## config.mk

```make
export PLATFORM = sky130hd
export DESIGN_NAME = serial_capture_packer
export DESIGN_NICKNAME = d
export VERILOG_FILES = /design/src/rtl/serial_capture_packer.sv
export SDC_FILE = /design/constraint.sdc
export NUM_CORES = 1
export LEC_CHECK = 0
export CAP_MARGIN = 20
export CELL_PAD_IN_SITES_DETAIL_PLACEMENT = 0
export CELL_PAD_IN_SITES_GLOBAL_PLACEMENT = 1
export CORE_ASPECT_RATIO = 0.7
export CORE_UTILIZATION = 45
export CTS_CLUSTER_SIZE = 30
export DETAILED_ROUTE_END_ITERATION = 16
export PLACE_DENSITY_LB_ADDON = 0.1
export SLEW_MARGIN = 20
export SYNTH_ARGS = -nofsm -noshare
export SYNTH_HDL_FRONTEND = slang
export SYNTH_SLANG_ARGS = --single-unit
```

## constraint.sdc

```tcl
create_clock -name clk -period 4.88 [get_ports clk]
set_clock_uncertainty 0.2 [all_clocks]
set_input_delay 0.488 -clock clk [delete_from_list [all_inputs] [get_ports clk]]
set_output_delay 0.488 -clock clk [all_outputs]
set_load 0.05 [all_outputs]
```

## src/rtl/serial_capture_packer.sv

```systemverilog
// Packs a ser_clk/ser_data bit stream into 32-bit AXI-stream words; the optional idle flush is built with SERCAP_IDLE_FLUSH_EN.
// Push one cycle after the 32nd rise, tvalid one cycle later; a push into a full FIFO is dropped and latched in o_overflow.
module serial_capture_packer #(
    parameter int FIFO_EA     = 4,
    parameter int PKT_WORDS   = 128,
    parameter int IDLE_CYCLES = 65535
) (
    input  logic        clk,
    input  logic        rstn,
    input  logic        ser_clk,
    input  logic        ser_data,
    input  logic        o_tready,
    output logic        o_tvalid,
    output logic [31:0] o_tdata,
    output logic [3:0]  o_tkeep,
    output logic        o_tlast,
    output logic        o_overflow
);
    typedef struct packed {
        logic        last;
        logic [3:0]  keep;
        logic [31:0] dat;
    } ent_t;

    localparam logic [FIFO_EA:0]   L_FULL = {1'b1, {FIFO_EA{1'b0}}};
    localparam logic [FIFO_EA-1:0] L_PONE = FIFO_EA'(1);

    if (PKT_WORDS < 1 || PKT_WORDS > 65535 || IDLE_CYCLES < 1 || IDLE_CYCLES > 24'hFFFFFF) begin : g_bad_param
        $error("serial_capture_packer: PKT_WORDS or IDLE_CYCLES out of range");
    end

    logic              r_clk_s1, r_clk_s2, r_dat_s1, r_dat_s2, r_clk_prev;
    logic [1:0]        r_settle;
    logic [4:0]        r_bit_cnt;
    logic [31:0]       r_word;
    logic              r_stg_vld, r_stg_flush;
    logic [3:0]        r_stg_keep;
    logic [31:0]       r_stg_dat;
    logic [15:0]       r_word_cnt;
    logic              r_overflow;
    logic [FIFO_EA-1:0] r_wr_ptr, r_rd_ptr;
    logic [FIFO_EA:0]  r_count;
    ent_t              r_mem [(1<<FIFO_EA)];

    logic              w_rise, w_full, w_push, w_pop, w_stg_last;
    logic              w_flush, w_discard;
    logic [3:0]        w_fl_keep;
    logic [31:0]       w_fl_dat, w_word_nxt;
    ent_t              w_wr_ent, w_head;

    assign w_rise = r_clk_s2 & ~r_clk_prev;

    // Byte k of the word, MSB-first: bit_cnt = {k, i} lands on bit k*8 + (7-i).
    always_comb begin
        w_word_nxt = r_word;
        w_word_nxt[{r_bit_cnt[4:3], ~r_bit_cnt[2:0]}] = r_dat_s2;
    end

`ifdef SERCAP_IDLE_FLUSH_EN
    localparam logic [23:0] L_IDLE = 24'(IDLE_CYCLES);
    logic [23:0] r_idle;
    logic        w_idle_hit;

    assign w_idle_hit = (r_idle == L_IDLE) && !w_rise;
    assign w_discard  = w_idle_hit && (r_bit_cnt != 5'd0);
    assign w_flush    = w_idle_hit && (r_bit_cnt >= 5'd8);

    always_comb begin
        case (r_bit_cnt[4:3])
            2'd1:    w_fl_keep = 4'h1;
            2'd2:    w_fl_keep = 4'h3;
            default: w_fl_keep = 4'h7;
        endcase
        w_fl_dat = r_word & {{8{w_fl_keep[3]}}, {8{w_fl_keep[2]}}, {8{w_fl_keep[1]}}, {8{w_fl_keep[0]}}};
    end

    // Saturates at L_IDLE so only one flush can fire per idle period.
    always_ff @(posedge clk) begin
        if (!rstn)                r_idle <= '0;
        else if (w_rise)          r_idle <= '0;
        else if (r_idle != L_IDLE) r_idle <= r_idle + 24'd1;
    end
`else
    assign w_discard = 1'b0;
    assign w_flush   = 1'b0;
    assign w_fl_keep = 4'hF;
    assign w_fl_dat  = r_word;
`endif

    assign w_full     = (r_count == L_FULL);
    assign w_push     = r_stg_vld && !w_full;
    assign w_pop      = o_tvalid && o_tready;
    assign w_stg_last = r_stg_flush || (r_word_cnt == 16'(PKT_WORDS - 1));
    assign w_wr_ent   = '{last: w_stg_last, keep: r_stg_keep, dat: r_stg_dat};

    always_ff @(posedge clk) begin
        if (!rstn) begin
            r_clk_s1    <= 1'b0;
            r_clk_s2    <= 1'b0;
            r_dat_s1    <= 1'b0;
            r_dat_s2    <= 1'b0;
            r_clk_prev  <= 1'b1;
            r_settle    <= 2'b00;
            r_bit_cnt   <= '0;
            r_word      <= '0;
            r_stg_vld   <= 1'b0;
            r_stg_flush <= 1'b0;
            r_stg_keep  <= '0;
            r_stg_dat   <= '0;
            r_word_cnt  <= '0;
            r_overflow  <= 1'b0;
            r_wr_ptr    <= '0;
            r_rd_ptr    <= '0;
            r_count     <= '0;
        end else begin
            r_clk_s1    <= ser_clk;
            r_clk_s2    <= r_clk_s1;
            r_dat_s1    <= ser_data;
            r_dat_s2    <= r_dat_s1;
            // Hold prev high until the synchroniser has refilled, so a line already high at reset is not an edge.
            r_settle    <= {r_settle[0], 1'b1};
            r_clk_prev  <= r_settle[1] ? r_clk_s2 : 1'b1;
            r_stg_vld   <= 1'b0;
            r_stg_flush <= 1'b0;

            if (w_rise) begin
                r_bit_cnt <= r_bit_cnt + 5'd1;
                if (r_bit_cnt == 5'd31) begin
                    r_stg_vld  <= 1'b1;
                    r_stg_keep <= 4'hF;
                    r_stg_dat  <= w_word_nxt;
                    r_word     <= '0;
                end else begin
                    r_word <= w_word_nxt;
                end
            end else if (w_discard) begin
                r_bit_cnt <= '0;
                r_word    <= '0;
                if (w_flush) begin
                    r_stg_vld   <= 1'b1;
                    r_stg_flush <= 1'b1;
                    r_stg_keep  <= w_fl_keep;
                    r_stg_dat   <= w_fl_dat;
                end
            end

            if (r_stg_vld) begin
                if (w_full)          r_overflow <= 1'b1;
                else if (w_stg_last) r_word_cnt <= '0;
                else                 r_word_cnt <= r_word_cnt + 16'd1;
                if (r_stg_flush)     r_word_cnt <= '0;
            end

            if (w_push) r_wr_ptr <= r_wr_ptr + L_PONE;
            if (w_pop)  r_rd_ptr <= r_rd_ptr + L_PONE;
            case ({w_push, w_pop})
                2'b10:   r_count <= r_count + 1'b1;
                2'b01:   r_count <= r_count - 1'b1;
                default: r_count <= r_count;
            endcase
        end
    end

    always_ff @(posedge clk) begin
        if (w_push) r_mem[r_wr_ptr] <= w_wr_ent;
    end

    assign w_head     = r_mem[r_rd_ptr];
    assign o_tvalid   = (r_count != '0);
    assign o_tdata    = o_tvalid ? w_head.dat  : 32'h0;
    assign o_tkeep    = o_tvalid ? w_head.keep : 4'h0;
    assign o_tlast    = o_tvalid ? w_head.last : 1'b0;
    assign o_overflow = r_overflow;
endmodule

```

After elaboration in Yosys (flattened, before gate mapping). Memory sizes are Yosys's and may differ from the RTL's. A register that Yosys moved wholly into a read port is not among the register bits. Cells that the tools add are included. W data, S select, Z words.

Register bits: 108. Bits in writable memories: 592. Input port bits: 5. Output and inout bits: 39. Logic and storage cells: 62. Memories kept: 1.

Add/sub/neg operators: 6. $lt $le $gt $ge: 2. Equality and inequality tests: 5. Mux-type cells: 16. Bitwise gates (word level): 4. Reduce and logical (&&, ||, !) cells: 11.

Memories: r_mem (words 16, width 37, read ports 1, clocked after memory_dff 1, wr ports 1, RTL line 43) `ent_t r_mem [(1<<FIFO_EA)];`.

Operators with widths (count): $mux W32 (2); $bwmux W32 (1); $mux W16 (2); $add A16 B1 Y16 const B (1); $eq A16 B7 Y1 const B (1); $mux W4 (3); $add A5 B1 Y5 const B (2); $eq A5 B5 Y1 const B (2); $pmux W5 S2 (1); $reduce_and A2 Y1 (5); $add A4 B1 Y4 const B (2); $lt A5 B6 Y1 const B (1); $mux W1 (6); $demux W1 S5 (1); $ge A5 B1 Y1 const B (1); $reduce_bool A5 Y1 (1); $sub A5 B1 Y5 const B (1); $logic_and A1 B1 Y1 (3); $not A3 Y3 (1); $eq A2 B1 Y1 const B (1); $eq A2 B2 Y1 const B (1); $not A1 Y1 (2); $reduce_bool A2 Y1 (1); $and A1 B1 Y1 (1); $logic_not A1 Y1 (1).

Logic depth before layout (Yosys ltp). Gate-level depths: netlist of run 1.

Word-level depth: 7. Depth in mapped cells: 14. Depth with buffers taken out: 11.

Worst setup path after synthesis of run 1. Ideal clock, no wire load.

Kind: reg2reg. Start: register r_count[1]. End: memory r_mem[0][0] in the netlist's numbering, enable pin. Library setup time: 0.468 ns. Arrival: 3.475 ns. Required time: 4.212 ns. Path slack: 0.737 ns. Stages on the path, launching flop included: 7. Buffers on the path: 2. Period minus slack after synthesis: 4.143 ns. Path through: dfxtp_1 buf_2 nor4_4 a21oi_2 buf_2 nand2_1 nor3_1.

Longest elaborated chain between the ends: 5.

RTL lines: start, declared (RTL line 42) `logic [FIFO_EA:0] r_count;`; start signal, assigned (RTL line 157) `2'b10: r_count <= r_count + 1'b1;`; start signal, assigned (RTL line 158) `2'b01: r_count <= r_count - 1'b1;`; start signal, assigned (RTL line 159) `default: r_count <= r_count;`; $eq A5 B5 Y1 (RTL line 90) `assign w_full = (r_count == L_FULL);`; $logic_not A1 Y1 (RTL line 91) `assign w_push = r_stg_vld && !w_full;`; $logic_and A1 B1 Y1 (RTL line 91); $mux W1 (RTL line 165) `if (w_push) r_mem[r_wr_ptr] <= w_wr_ent;`; $mux W1 (implied by the code) (RTL line 165); end, declared (RTL line 43).

Every way passes these cells.

Worst setup path in the final report of run 1.
Start: register r_count[0]. End: output port o_tdata[28].

Longest elaborated chain between the ends: 2.

RTL lines: $reduce_bool A5 Y1 (RTL line 169) `assign o_tvalid = (r_count != '0);`; $mux W32 (RTL line 170) `assign o_tdata = o_tvalid ? w_head.dat : 32'h0;`; end, declared (RTL line 14) `output logic [31:0] o_tdata,`.

Every way passes these cells.

==> results.md, run 1 <==
- The flow ran to the end, and the final reports show no timing, DRC or antenna violations.
- The area share of the largest cell type after synthesis is 0.641.
- The placeable core area is 55600 µm².
- The critical path goes through nor4_4 > nand2_1 > nand2b_2 > buf_4 > o22ai_1 > clkdlybuf4s50_1.
- Once detailed placement completed, the half-perimeter wirelength came to 30500 µm.
- The synthesized instance count is 1400.
- The later pin in the worst-skew pair is clocked with a latency of 0.61 ns.
- The number of clock buffers added by TritonCTS is 60.
- Input and output buffers added on the ports amount to 43.
- The synthesized netlist contains 43 unique library cells.
- The root cell of the clock tree is clkbuf_16.
- The layout cell share with drive strength beyond 1 is 0.189.
- VDD sags by at most 0.275 mV.
- The tool flagged a number of max-cap violations equal to 0.
- Clock-pin slew was measured on the worst setup and hold paths at 0.07 ns.
- The die is 286 µm wide.
- Setup repair after global routing left no endpoint under its margin.
- The kind of end point of the critical path is a primary output.
- On the critical path, the stage with the largest delay is an instance of clkdlybuf4s50_1.
- The number of DRC markers in iteration 0 is 1030.
- The total via count after detailed routing is 12700.
- The class of the tightest hold or removal check is flop to flop.
- The slew at the pin closest to its max-slew limit is 1.06 ns.
- By area the synthesized netlist is led by edfxtp_1 (64%), mux4_2 (12%), dfxtp_1 (8.8%), mux2i_1 (4.1%), nor2_1 (2.0%).
- Measured on the finished design, the core utilization comes to 0.519.
- For this run, the slowest stage of the critical path takes 0.75 ns.
- The first detailed-routing pass ran for 5 iterations.
- Data arrives at the worst endpoint at 3.60 ns.
- The via count of the first global-routing pass is 12900.
- In the layout the commonest cells are edfxtp_1 (544), mux4_2 (136), nor2_1 (123).
- The final critical path time including I/O delays and setup is 4.29 ns.
- The timing startpoint of the critical path is r_count[0].
- The clock passes through at most 3 buffers.
- Based on the critical path, the design can be clocked at up to 233 MHz.
- The layout net count is 1469.
- The mean post-synth cell area is 18.2 µm².
- The power per unit of standard cell area is 365 nW/µm².
- Entering global routing, the biggest net connects 80 pins.
- The critical path required time is 4.19 ns.
- The total clock sinks is 656.
- The portion of the post-synthesis area used by sequential elements is 0.729.
- Of all nets on the critical path, the largest fanout is 25.
- The setup path with the least slack is of type flop to primary output.
- The die area is 57600 µm².
- The final RePlAce weighted congestion is 0.733.
- The netlist area before placement is 25500 µm².
- The first global-routing pass estimated 85600 µm of wire.
- During synthesis, Yosys emitted a total of 0 warnings.
- The synthesized flop and latch total is 656.
- For this configuration, the core starts out at a cell density of 0.459.
- In the final timing run, aggregate negative setup slack is 0 ns.
- The level count of the clock H-tree is 2.
- The worst setup path is launched from a flop.
- The number of top-level design ports is 44.
- The initialized floorplan defines 72 standard-cell rows.
- For this run, design rule violations remaining after detail routing come to 0.
- TritonCTS built the clock tree.
- The total setup violations reported at the end of the flow is 0.
- The total setup buffers inserted after CTS is 0.
- The die height is 201 µm.
- The remaining max-slew budget at the tightest pin is 0.287.
- Setup slack closes at 0.590 ns.
- The post-synthesis net count is 1418.
- The hold-fix buffer count after cts is 0.
- Prior to clock tree synthesis, the placed netlist has a worst setup slack of 1.19 ns.
- The hold violation count in the final report came to 0.
- In this run, synthesis inferred 544 flip-flops with an integrated enable.
- For this run, the leading register cell type out of synthesis is edfxtp_1.
- Using the TritonRoute via totals, the vias-per-cell ratio works out to 5.67.
- The max-slew violation count is 0.
- The commonest non-fill, non-tap cell in the layout is edfxtp_1.
- The worst register-to-register path begins at r_count[2].
- The antenna diode count is 0.
- Wires add up to 57000 µm.
- The start point of the worst min-delay path is r_settle[1].
- In the global route stage, overall resource usage came out at 0.203.
- The overall overflow remaining after global route is 0.
- From synthesis to final layout, the design area changed by 13.1%.
- The final antenna-violating net count is 0.
- Gates resized during post-CTS repair numbered 0.
- The cell type with the highest aggregate area in the netlist is edfxtp_1.
- The final critical-path share of the clock period is 0.879.
- The mean routed wirelength per cell is 25.5 µm.
- Counting flops with an async set or reset pin after synthesis yields a share of 0.
- The initial antenna violation count was 0.
- The analysis attributes to cell leakage a power of 0.00883 µW.
==> per-layer routing <==
layer  global-route usage  wire length [µm]  vias to the layer above
li1                     -                 -                     5650
met1                0.311             27600                     6702
met2                0.305             25800                      285
met3               0.0337              2750                       72
met4               0.0426               856                        0
met5                    0                 0                        -
==> report_power, final <==
part           total (µW)  internal [µW]  leakage (µW)  switching [µW]
combinational        34.9           9.77       0.00195            25.1
sequential           5970           5970       0.00597           0.940
clock                4520           2510      0.000911            2020
==> worst max-delay path: cells and delay by family (launching register included) <==
kind / cells / cell delay (ns)
compound gates: 1 / 0.24
buf+inv: 2 / 1.22
flops: 1 / 0.38
simple gates: 3 / 1.09
==> area by class of cell <==
class / count / area (µm²)
timing repair buffer: 78 / 831
inverter: 10 / 37.5
clock buffer: 82 / 1650
clock inverter: 29 / 218
tap: 740 / 926
multi-input combinational: 645 / 6590
sequential: 656 / 18600
fill: 4454 / 26700
==> Yosys cell counts (3+ instances only) <==
library cell	count
edfxtp_1	544
inv_1	9
clkbuf_1	41
nand2_1	41
buf_4	12
mux2i_1	104
and4_1	3
nand2b_1	13
buf_2	24
o21ai_0	13
mux4_2	136
nand3_1	6
and2_1	16
nor2_1	135
nor3_1	5
a211oi_1	33
dfxtp_1	112
a2bb2oi_1	19
and3_1	6
xnor2_1	8
ha_1	13
o22ai_1	35
a21oi_1	12
nand4_1	9
xor2_1	20
buf_1	11
==> cells by family (layout without fill, tap and decap cells) <==
logic type      after synthesis  after routing  share of synthesized area
mux                         240            240                      0.161
xor+xnor                     28             28                    0.00962
buf+inv                      99            199                     0.0178
fa+ha+maj                    13             13                    0.00638
flops                       656            656                      0.729
simple gates                245            245                     0.0435
compound gates              119            119                     0.0329
==> metrics by stage <==
step           instances  hold slack [ns]  cell area [µm²]  total power [µW]
3_5_place_dp        2129            0.180            27000              6130
4_1_cts             2240            0.188            28800             10600
6_report            2240            0.186            28800             10500
3_3_place_gp        2129            0.171            27000              6130
2_1_floorplan       1400            0.165            25500              6120
5_1_grt             2240            0.198            28800             10800
==> registers in the layout, indices dropped and copies added (netlist names), 2 cells and up, named ones only <==
signal	flops
r_mem	544
r_stg_dat	32
r_word	32
r_word_cnt	16
r_bit_cnt	5
r_count	5
r_rd_ptr	4
r_wr_ptr	4
r_settle	2
==> final timing paths <==
kind | end | slack [ns] | cells past startpoint
worst max-delay path | o_tdata[28] | 0.59 | 6
worst min-delay path | r_clk_prev | 0.19 | 1
worst max register to register | r_mem[8][6] | 1.48 | 5
worst min register to register | r_clk_prev | 0.19 | 1
Note: power is estimated with default switching activity, not from simulation.
==> run 2, diff against run 1 <==
--- a/config.mk
+++ b/config.mk
@@ -5,6 +5,7 @@
 export SDC_FILE = /design/constraint.sdc
 export NUM_CORES = 1
 export LEC_CHECK = 0
+export ABC_AREA = 1
 export CAP_MARGIN = 20
 export CELL_PAD_IN_SITES_DETAIL_PLACEMENT = 0
 export CELL_PAD_IN_SITES_GLOBAL_PLACEMENT = 1
==> results.md, run 2 <==
- The run finished with clean final reports.
- The total leakage power came to 0.00867 µW (-1.8%).
- The largest registers in the layout are r_mem: 544 flops, r_stg_dat: 32 flops, r_word: 32 flops.
- The buffering stage count on the worst path with inverters included is 4 (+2).
- More flip-flops sit in one register than any other, and that register is r_mem.
- The clock latency on the worst-skew pair was 0.59 ns (-0.02 ns).
- The mux contribution to synthesized area is 0 (-0.161).
- Grouping stages by cell kind, the critical path spends the most delay in buffers and inverters.
- The number of DRC markers in iteration 0 is 1521 (+48%).
- The share of the synthesized area in compound gates (AO/OA/AOI/OAI) was 0.138 (+0.105).
- The HPWL reported at the end of detailed placement was 37400 µm (+23%).
- The largest fanout on the critical path is 79 (+220%).
- The total via count after detailed routing is 17200 (+35%).
- The CTS tree is built.
- The slew at the pin closest to its max-slew limit is 1.02 ns (-0.0392 ns).
- The overall overflow remaining after global route is 0 (unchanged).
- The post-synthesis net count came to 2234 (+58%).
- The simple-gate share of the synthesized area came to 0.0982 (+0.0547).
- The hold violation count in the final report was 0 (unchanged).
- The cell type with the highest aggregate area in the netlist is edfxtp_1.
- The portion of the post-synthesis area used by sequential elements was 0.711 (-0.0181).
- The mean post-synth cell area is 11.8 µm² (-35%).
- Ranked by instance count, the synthesized netlist is headed by edfxtp_1 (544), nor2_1 (378), o21ai_0 (327), nand2_1 (162), a21oi_1 (125).
- The number of buffers on the longest clock path was 3 (unchanged).
- The site row count is 73 (+1.4%).
- The arrival time of the worst setup path is 3.81 ns (+0.21 ns).
- The clock transition at the registers of the reported paths is 0.06 ns (about the same).
- The slowest cell on the critical path is clkdlybuf4s50_1.
- The final critical path time including I/O delays and setup is 4.49 ns (+0.204 ns).
- The setup TNS is 0 ns (unchanged).
- The level count of the clock H-tree came to 3 (+1).
- The die area was 59100 µm² (+2.5%).
- The layout cell share with drive strength beyond 1 is 0.0786 (-0.111).
- In the layout the commonest cells are edfxtp_1 (544), nor2_1 (361), o21ai_0 (327).
- Leaving out fill and tap cells, the most frequent cell in the layout is edfxtp_1.
- The number of top-level design ports is 44 (unchanged).
- The count of input and output buffers came to 43 (unchanged).
- The placeable core area is 57100 µm² (+2.7%).
- The die height came to 204 µm (+1.3%).
- STA classifies the critical path startpoint as a flop.
- The cell with the most instances after synthesis is edfxtp_1.
- The leading register cell type out of synthesis is edfxtp_1.
- The detailed-route vias per instance is 5.68 (+0.18%).
- The number of enable-type register cells in the synthesized netlist was 544 (unchanged).
- The remaining max-slew budget at the tightest pin came to 0.317 (+0.0307).
- The final RePlAce weighted congestion was 0.784 (+7.1%).
- The fill cell total of the finished layout came to 4836 (+8.6%).
- In this run the clock root is driven by a clkbuf_16.
- The cell total after placement is 2913 (+37%).
- The overall power is 15100 µW (+43%).
- The layout net count is 2249 (+53%).
- The total setup violations reported at the end of the flow is 0 (unchanged).
- The via count of the first global-routing pass is 16100 (+25%).
- The total clock sinks is 656 (unchanged).
- The share of the synthesized netlist area taken by xor and xnor gates is 0.00369 (-0.00593).
- The first-pass GRT wire length came to 105000 µm (+22%).
- The total routing usage reported by global routing was 0.237 (+0.0343).
- The critical path is of the flop to primary output type.
- The netlist area before placement is 26100 µm² (+2.5%).
- The area occupied by multi-input gates is 6560 µm² (-0.44%).
- The max-capacitance violation count is 0 (unchanged).
- The share of async-settable or async-resettable flops after synthesis was 0 (unchanged).
- The residual DRC count is 0 (unchanged).
- The share of synthesized cell area in full adder, half adder and majority cells was 0.00622 (-0.000158).
- The mean routed wirelength per cell is 23.1 µm (-9.1%).
- The max-slew violation count is 0 (unchanged).
- The chip width came to 290 µm (+1.3%).
- The final critical-path share of the clock period is 0.921 (+0.0419).
- The critical path required time is 4.19 ns (about the same).
- The count of TritonRoute iterations in the first routing pass is 5 (unchanged).
- Yosys attributes the largest share of cell area to edfxtp_1 (62%), dfxtp_1 (8.6%), o21ai_0 (6.3%), nor2_1 (5.4%), o221ai_1 (3.2%).
- The number of buffers created by CTS is 66 (+10%).
- The count of cell types in the netlist came to 33 (-23%).
- The pin count of the biggest net entering global routing is 89 (+11%).
- The sequential cell area in the final layout was 18600 µm² (about the same).
- The layout overhead on the synthesized area is 12.9%.
- The initial antenna violation count is 0 (unchanged).
- The signal on the critical path passes through inv_6 > buf_12 > buf_12 > o21ai_0 > o22ai_1 > nor2_1 > nor2_1 > o21ai_1 > a21oi_1 > clkdlybuf4s50_1.
- The core utilization of the finished layout was 0.517 (-0.00176).
- The class of the tightest hold or removal check is flop to flop.
- The power per unit of standard cell area is 512 nW/µm² (+40%).
- The number of flip-flops in the largest register was 544 (unchanged).
- The final antenna-violating net count came to 0 (unchanged).
- The aggregate routed wire length is 70000 µm (+23%).
- The worst-case hold slack was 0.187 ns (+0.000917 ns).
- The maximum resistive drop on vdd is 0.302 mV (+9.9%).
- The hold-fix buffer count after cts was 0 (unchanged).
- By area, the combinational part of the netlist is dominated by compound AO/OA/AOI/OAI gates.
- The highest clock rate is 223 MHz (-4.6%).
- The antenna diode count is 0 (unchanged).
- STA classifies the critical path endpoint as a primary output.
- The starting density of the core is 0.458 (-0.000719).
- The largest incremental delay on the critical path was 0.88 ns (+0.13 ns).
- Setup repair after global routing left no endpoint under its margin.
- The synthesized flop and latch total is 656 (unchanged).
- The yosys synthesis warning count came to 0 (unchanged).
- The area share of the largest cell type after synthesis is 0.625 (-0.0159).
- The synthesized instance count is 2216 (+58%).
- The non-filler instance count after layout is 3028 (+35%).
==> run 2: cell count changes after synthesis, moves of 35 or more <==
cell / previous run / this run
mux4_2: 136 / 0
o221ai_1: 0 / 96
nor2_1: 135 / 378
nand2_1: 41 / 162
o21ai_0: 13 / 327
mux2i_1: 104 / 0
nand3_1: 6 / 68
inv_1: 9 / 103
o21ai_1: 0 / 35
a21oi_1: 12 / 125
clkbuf_1: 41 / 88
==> run 2: per-stage QoR <==
stage / cell area, µm² / setup slack, ns
final: 29500 / 0.386
after global placement: 27500 / 0.950
after floorplan: 26100 / 1.76
after CTS: 29500 / 0.299
after global routing: 29500 / 0.0637
after detailed placement: 27500 / 0.928
==> run 2: worst register-to-register path, cell delays in order, from the launching register on <==
cell and delay [ns]:
dfxtp_1 0.40, nor2_1 0.11, nand3_1 0.11, nand2_2 0.20, inv_1 0.37, nand2_1 0.38, nor2_4 0.60, buf_4 0.58
==> run 2: path summary, 6_finish.rpt <==
path                                      to  slack [ns]        start  cells after the start
worst min-delay path              r_clk_prev        0.19  r_settle[1]                      1
worst max-delay path             o_tdata[30]        0.39         flop                     10
worst max register to register  r_mem[7][15]        1.55   r_count[0]                      7
worst min register to register    r_clk_prev        0.19  r_settle[1]                      1
==> run 2: layout make-up <==
class	count	share of cell area
clock inverters	25	0.00585
multi-input cells	1297	0.222
flip-flops and latches	656	0.630
repair buffers	98	0.0333
well taps	750	0.0318
clock buffers	90	0.0625
inverters	112	0.0145
==> run 2: logic make-up after synthesis <==
logic type,count (synthesis)
xor gates and xnor gates,11
and+or+nand+nor,638
buffers and inverters,263
DFF,656
AOI/OAI and AO/OA,635
adders and majority gates,13
==> run 2: routing by layer <==
layer  track usage  up-vias  wire length, µm
li1              -     8063                -
met3        0.0389       76             4030
met1         0.355     8605            33800
met4        0.0475        0             1060
met5             0        -                0
met2         0.364      467            31100
==> run 2: where the power goes <==
group | internal (µW) | switching, µW | leakage [µW]
sequential | 6010 | 189 | 0.00477
combinational | 1200 | 2870 | 0.00292
clock | 2750 | 2080 | 0.000983
total | 9960 | 5150 | 0.00867
==> run 2: timing repair <==
action / CTS / global route
setup endpoints to repair: 0 / 1
gates resized for setup: 0 / 1
buffers inserted: 0 / 0
